[src/rtl/if_id_skid_stage.sv]
// if_id_skid_stage
//   Pipeline register between fetch and decode. It has one extra skid entry,
//   so in_ready comes straight from a flop and never depends on out_ready.
//   This keeps fetch off decode's stall timing path and still passes one
//   instruction per cycle when nothing stalls.
//
// Optional feature: define IF_ID_PERF_CNT_EN to add the stall_cnt and
//   flush_cnt performance counters. Both saturate at all-ones.
//
// Ports
//   clk, rst       clock; asynchronous active-high reset
//   flush          squash the main and skid entries (redirect)
//   in_valid/in_ready, pc_in, instr_in       fetch-side handshake
//   out_valid/out_ready, pc_out, instr_out   decode-side handshake (registered)
//   stall_cnt, flush_cnt                     perf counters (IF_ID_PERF_CNT_EN only)
module if_id_skid_stage #(
    parameter int              XLEN      = 32,
    parameter int              ILEN      = 32,
    parameter logic [ILEN-1:0] NOP_INSTR = 32'h0000_0013
) (
    input  logic            clk,
    input  logic            rst,
    input  logic            flush,
    input  logic            in_valid,
    output logic            in_ready,
    input  logic [XLEN-1:0] pc_in,
    input  logic [ILEN-1:0] instr_in,
    output logic            out_valid,
    input  logic            out_ready,
    output logic [XLEN-1:0] pc_out,
`ifdef IF_ID_PERF_CNT_EN
    output logic [31:0]     stall_cnt,
    output logic [31:0]     flush_cnt,
`endif
    output logic [ILEN-1:0] instr_out
);

    // The main entry lives directly in the output registers (out_valid,
    // pc_out, instr_out). instr_out is rewritten with NOP_INSTR whenever
    // main empties, so decode always sees a bubble on an invalid slot.
    logic            skid_valid;
    logic [XLEN-1:0] skid_pc;
    logic [ILEN-1:0] skid_instr;

    logic in_fire;
    logic out_fire;

    assign in_ready = ~skid_valid;
    assign in_fire  = in_valid & in_ready;
    assign out_fire = out_valid & out_ready;

    always_ff @(posedge clk or posedge rst) begin
        if (rst) begin
            out_valid  <= 1'b0;
            pc_out     <= '0;
            instr_out  <= NOP_INSTR;
            skid_valid <= 1'b0;
            skid_pc    <= '0;
            skid_instr <= '0;
        end else if (flush) begin
            // Flush wins over any handshake in the same cycle. pc_out is kept.
            out_valid  <= 1'b0;
            instr_out  <= NOP_INSTR;
            skid_valid <= 1'b0;
        end else if (out_fire) begin
            if (skid_valid) begin
                // The skid entry is older than anything fetch could offer.
                // in_ready is low here, so no input can fire.
                pc_out     <= skid_pc;
                instr_out  <= skid_instr;
                skid_valid <= 1'b0;
            end else if (in_fire) begin
                pc_out    <= pc_in;
                instr_out <= instr_in;
            end else begin
                out_valid <= 1'b0;
                instr_out <= NOP_INSTR;
            end
        end else if (out_valid) begin
            // Decode is stalled. An accepted input overflows into the skid entry.
            if (in_fire) begin
                skid_valid <= 1'b1;
                skid_pc    <= pc_in;
                skid_instr <= instr_in;
            end
        end else if (in_fire) begin
            out_valid <= 1'b1;
            pc_out    <= pc_in;
            instr_out <= instr_in;
        end
    end

`ifdef IF_ID_PERF_CNT_EN
    always_ff @(posedge clk or posedge rst) begin
        if (rst) begin
            stall_cnt <= '0;
            flush_cnt <= '0;
        end else begin
            if (out_valid && !out_ready && stall_cnt != 32'hFFFF_FFFF)
                stall_cnt <= stall_cnt + 32'd1;
            if (flush && flush_cnt != 32'hFFFF_FFFF)
                flush_cnt <= flush_cnt + 32'd1;
        end
    end
`endif

endmodule

[config.mk]
export PLATFORM = sky130hd
export DESIGN_NAME = if_id_skid_stage
export DESIGN_NICKNAME = d
export VERILOG_FILES = /design/src/rtl/if_id_skid_stage.sv
export SDC_FILE = /design/constraint.sdc
export NUM_CORES = 1
export LEC_CHECK = 0
export ABC_AREA = 1
export CORE_MARGIN = 4
export CORE_UTILIZATION = 51
export CTS_CLUSTER_DIAMETER = 40
export DETAILED_ROUTE_END_ITERATION = 10
export PLACE_DENSITY_LB_ADDON = 0.25
export SETUP_SLACK_MARGIN = 0.4
export SLEW_MARGIN = 20
export SYNTH_ARGS = -nofsm -noshare
export SYNTH_HDL_FRONTEND = slang
export SYNTH_SLANG_ARGS = --single-unit
[constraint.sdc]
create_clock -name clk -period 5.1 [get_ports clk]
set_input_delay 0.51 -clock clk [delete_from_list [all_inputs] [get_ports clk]]
set_output_delay 0.51 -clock clk [all_outputs]
set_load 0.005 [all_outputs]
==> run_summary.xml <==
<?xml version="1.0" encoding="UTF-8"?>
<metrics>
  <group name="setup_path">
    <metric name="critical_path_arrival" unit="ns">2.83</metric>
    <metric name="type_of_the_worst_setup_path" unit="">reg -&gt; reg</metric>
    <metric name="critical_path.startpoint_type" unit="">flip-flop</metric>
    <metric name="path_common_cell" unit="">sky130_fd_sc_hd__nand2_1</metric>
    <metric name="path_max_fanout" unit="">34</metric>
    <metric name="timing.critical_path.cells" unit="">inv_1 -&gt; nand2_2 -&gt; nand3_1 -&gt; nand2_1 -&gt; nand2_1 -&gt; nand2_1</metric>
    <metric name="timing.critical_path.to_type" unit="">flip-flop</metric>
    <metric name="delay_of_the_slowest_cell_on_the_worst_path" unit="ns">0.83</metric>
    <metric name="worst_ep_required_time" unit="ns">5.45</metric>
    <metric name="crit_path_top_delay_cell" unit="">sky130_fd_sc_hd__nand2_1</metric>
    <metric name="worstReg2RegStart" unit="">skid_valid</metric>
    <metric name="cp-startpoint" unit="">skid_valid</metric>
  </group>
  <group name="hold_path">
    <metric name="timing.hold.worst.start" unit="">instr_out[10]</metric>
    <metric name="worstHoldPathType" unit="">reg -&gt; reg</metric>
  </group>
  <group name="cts">
    <metric name="cts_max_path_buffers" unit="">2</metric>
    <metric name="clock_sink_count" unit="">130</metric>
    <metric name="postCtsResizedCells" unit="">0</metric>
    <metric name="clock_latency" unit="ns">0.41</metric>
    <metric name="clock_pin_slew_reported_for_the_worst_setup_and_hold_paths_after_clock_tree_synthesis" unit="ns">0.05</metric>
    <metric name="h-tree-depth" unit="">4</metric>
    <metric name="clock-root-buffer" unit="">sky130_fd_sc_hd__clkbuf_16</metric>
    <metric name="cts.repair_timing.setup_buffer_count" unit="">0</metric>
    <metric name="numCtsBuffers" unit="">17</metric>
    <metric name="tritoncts" unit="">built</metric>
    <metric name="postCtsHoldBufs" unit="">0</metric>
  </group>
  <group name="yosys">
    <metric name="synth-adder-area-share" unit="%">0</metric>
    <metric name="leading_post_synthesis_cells_by_cell_area" unit="">sky130_fd_sc_hd__dfrtp_1 (51%), sky130_fd_sc_hd__nand2_1 (26%), sky130_fd_sc_hd__inv_1 (6.8%)</metric>
    <metric name="synthMuxAreaShare" unit="%">0</metric>
    <metric name="synth.ff_latch_count" unit="">130</metric>
    <metric name="synth_top_cell_area_share" unit="%">51.4</metric>
    <metric name="netlist_top_cells_count" unit="">sky130_fd_sc_hd__nand2_1 (421), sky130_fd_sc_hd__dfrtp_1 (127), sky130_fd_sc_hd__inv_1 (112)</metric>
    <metric name="ys_warn_count" unit="">0</metric>
    <metric name="synth_top_area_cell" unit="">sky130_fd_sc_hd__dfrtp_1</metric>
    <metric name="main_combinational_cell_family_by_area_after_synthesis" unit="">simple AND/OR/NAND/NOR gates</metric>
    <metric name="yosys.area_share.xor_xnor" unit="%">0</metric>
    <metric name="netlist_area_before_placement" unit="mm²">0.00618</metric>
    <metric name="yosysMostFrequentCell" unit="">sky130_fd_sc_hd__nand2_1</metric>
    <metric name="synth_fp_nets" unit="">917</metric>
    <metric name="synth_ff_type" unit="">sky130_fd_sc_hd__dfrtp_1</metric>
    <metric name="register_area_share_after_synthesis" unit="%">52.7</metric>
    <metric name="synthesized_area_fraction_occupied_by_ao_oa_aoi_and_oai_cells" unit="%">7.89</metric>
    <metric name="post_synth_and_or_nand_nor_area_fraction" unit="%">29.1</metric>
    <metric name="synth-edff-count" unit="">0</metric>
    <metric name="synthesis.instances" unit="">848</metric>
    <metric name="ys_async_sr_fraction" unit="%">100</metric>
    <metric name="post_synth_num_cell_types" unit="">19</metric>
    <metric name="post_synth.cell_area_avg" unit="µm²">7.29</metric>
  </group>
  <group name="grt">
    <metric name="wire_length_of_the_first_global_routing_pass" unit="µm">25700</metric>
    <metric name="groute.usage.overall" unit="%">22.3</metric>
    <metric name="via_count_of_the_first_global_routing_pass" unit="">5323</metric>
    <metric name="congestion_overflow_gr" unit="">0</metric>
    <metric name="grt_start_max_net_pins" unit="">79</metric>
    <metric name="antenna_violations_before_repair" unit="">0</metric>
  </group>
  <group name="die">
    <metric name="floorplan.rows" unit="">39</metric>
    <metric name="fp.dieH" unit="µm">118</metric>
    <metric name="initial_core_util" unit="%">53.0</metric>
    <metric name="floorplan.io_pins" unit="">135</metric>
    <metric name="dieWidth" unit="µm">118</metric>
    <metric name="coreArea" unit="mm²">0.0117</metric>
    <metric name="dieArea" unit="mm²">0.0140</metric>
  </group>
  <group name="flow_run">
    <metric name="drv.max_cap_violation_count" unit="">0</metric>
  </group>
  <group name="layout">
    <metric name="nNetsFinal" unit="">1033</metric>
    <metric name="area_delta_synth_final" unit="%">31.7</metric>
    <metric name="post_route_cell_area" unit="mm²">0.00815</metric>
    <metric name="post_route_cells_drive_above_1_share" unit="%">4.71</metric>
    <metric name="antenna-diode-count" unit="">0</metric>
  </group>
  <group name="timing">
    <metric name="skew" unit="ns">0.00563</metric>
    <metric name="timing.max_slew.rel_slack" unit="%">25.9</metric>
    <metric name="timing.fmax" unit="GHz">0.403</metric>
    <metric name="fin_setup_tns" unit="ns">0</metric>
    <metric name="final_period_utilization" unit="%">48.6</metric>
    <metric name="finalHoldViolations" unit="">0</metric>
    <metric name="max_slew.worst_pin.slew" unit="ns">1.11</metric>
    <metric name="timing.final.max_slew_violations" unit="">0</metric>
    <metric name="fin_crit" unit="ns">2.48</metric>
    <metric name="timing.final.setup_violations" unit="">0</metric>
    <metric name="grt_setup_unrepaired" unit="">false</metric>
  </group>
  <group name="placed_design">
    <metric name="port-buffer-count" unit="">134</metric>
    <metric name="placer_congestion_estimate" unit="">0.774</metric>
    <metric name="placedInstanceArea" unit="mm²">0.00757</metric>
    <metric name="dp.final_hpwl" unit="µm">9150</metric>
  </group>
  <group name="routing">
    <metric name="routed_wirelength" unit="µm">15000</metric>
    <metric name="detail_route.wl_per_cell" unit="µm">13.4</metric>
    <metric name="detailroute.via_count" unit="">5466</metric>
    <metric name="detail_route.first_pass.iterations" unit="">8</metric>
    <metric name="route.detailed.vias_per_inst" unit="">4.88</metric>
    <metric name="drc" unit="">0</metric>
    <metric name="postRouteAntennaNets" unit="">0</metric>
    <metric name="drt_first_iter_violations" unit="">536</metric>
  </group>
  <group name="pwr">
    <metric name="power.switching" unit="W">0.000842</metric>
    <metric name="p_per_area" unit="mW/mm²">386</metric>
    <metric name="power.share.sequential" unit="%">43.9</metric>
    <metric name="intPower" unit="W">0.00230</metric>
    <metric name="p_comb_share" unit="%">18.9</metric>
    <metric name="power.leakage" unit="nW">4.42</metric>
    <metric name="worst_ir_drop_vdd" unit="mV">0.219</metric>
    <metric name="p_sw_share" unit="%">26.8</metric>
    <metric name="power.clock.fraction" unit="%">37.2</metric>
  </group>
  <group name="status">
    <metric name="status" unit="">complete, no violations</metric>
  </group>
</metrics>
[path summary, 6_finish.rpt]
| path | end | slack, ns | cells past startpoint |
|---|---|---|---|
| worst max-delay path | instr_out[17] | 2.62 | 6 |
| worst min register to register | instr_out[10] | 0.48 | 2 |
| max in group asynchronous | pc_out[0] | 3.50 | 3 |
| worst min-delay path | instr_out[10] | 0.48 | 2 |
| worst max register to register | instr_out[17] | 2.62 | 6 |
| min in group asynchronous | instr_out[21] | 0.57 | 2 |
[routing by layer]
| layer | part of all wire [%] | global-route usage [%] | wire (µm) |
|---|---|---|---|
| met3 | 5.3 | 5.00 | 797 |
| met4 | 1.5 | 7.62 | 227 |
| met5 | 0 | 0 | 0 |
| met2 | 46 | 35.4 | 6980 |
| met1 | 47 | 30.5 | 7010 |
[per-stage QoR]
step	setup WS, ns	utilization (%)	hold WS [ns]	power (W)	std cells
3_5_place_dp	2.14	64.9	0.464	0.00199	1088
6_report	2.62	69.8	0.476	0.00315	1120
2_1_floorplan	1.13	-	0.453	0.00170	848
5_1_grt	2.39	69.8	0.500	0.00333	1120
4_1_cts	2.51	69.8	0.479	0.00317	1120
3_3_place_gp	2.09	64.9	0.461	0.00197	1088
[registers in the layout, indices dropped and copies added (netlist names)]
register	cells
skid_pc	32
pc_out	32
out_valid	1
skid_valid	1
instr_out	32
skid_instr	32
[power groups by stage]
stage / Sequential, W / Clock (W) / Combinational (W)
5_1_grt: 0.00141 / 0.00124 / 0.000689
3_3_place_gp: 0.00138 / 0 / 0.000584
2_1_floorplan: 0.00137 / 0 / 0.000327
4_1_cts: 0.00138 / 0.00119 / 0.000604
3_5_place_dp: 0.00139 / 0 / 0.000601
6_report: 0.00138 / 0.00117 / 0.000595
[critical path, delay by kind of cell (launching register included)]
family | cells | cell delay [ns]
buffers and inverters | 1 | 0.16
AND/OR/NAND/NOR | 5 | 1.82
flip-flops | 1 | 0.43
[cell type report]
type / instances / area [µm²]
clock inverter: 4 / 47.5
timing repair buffer: 143 / 1410
tap: 143 / 179
fill: 947 / 3520
sequential: 130 / 3260
multi-input combinational: 560 / 2300
inverter: 112 / 423
clock buffer: 28 / 527
[cell usage in the layout (no fill, tap or decap), types with 6 or more instances in the layout]
master / netlist / layout
sky130_fd_sc_hd__o21ai_1: 55 / 55
sky130_fd_sc_hd__clkbuf_8: 0 / 6
sky130_fd_sc_hd__buf_4: 4 / 9
sky130_fd_sc_hd__a21oi_1: 32 / 32
sky130_fd_sc_hd__clkbuf_16: 0 / 17
sky130_fd_sc_hd__dfrtp_1: 127 / 127
sky130_fd_sc_hd__clkdlybuf4s50_1: 0 / 134
sky130_fd_sc_hd__nand2_1: 421 / 419
sky130_fd_sc_hd__inv_1: 112 / 111
sky130_fd_sc_hd__nand3_1: 34 / 34
sky130_fd_sc_hd__o21ai_0: 9 / 9
[cells by family after synthesis]
| logic type | count (synthesis) |
|---|---|
| compound gates | 97 |
| simple gates | 463 |
| buf+inv | 158 |
| flops | 130 |
No activity file was read; power rests on OpenSTA's default activity.
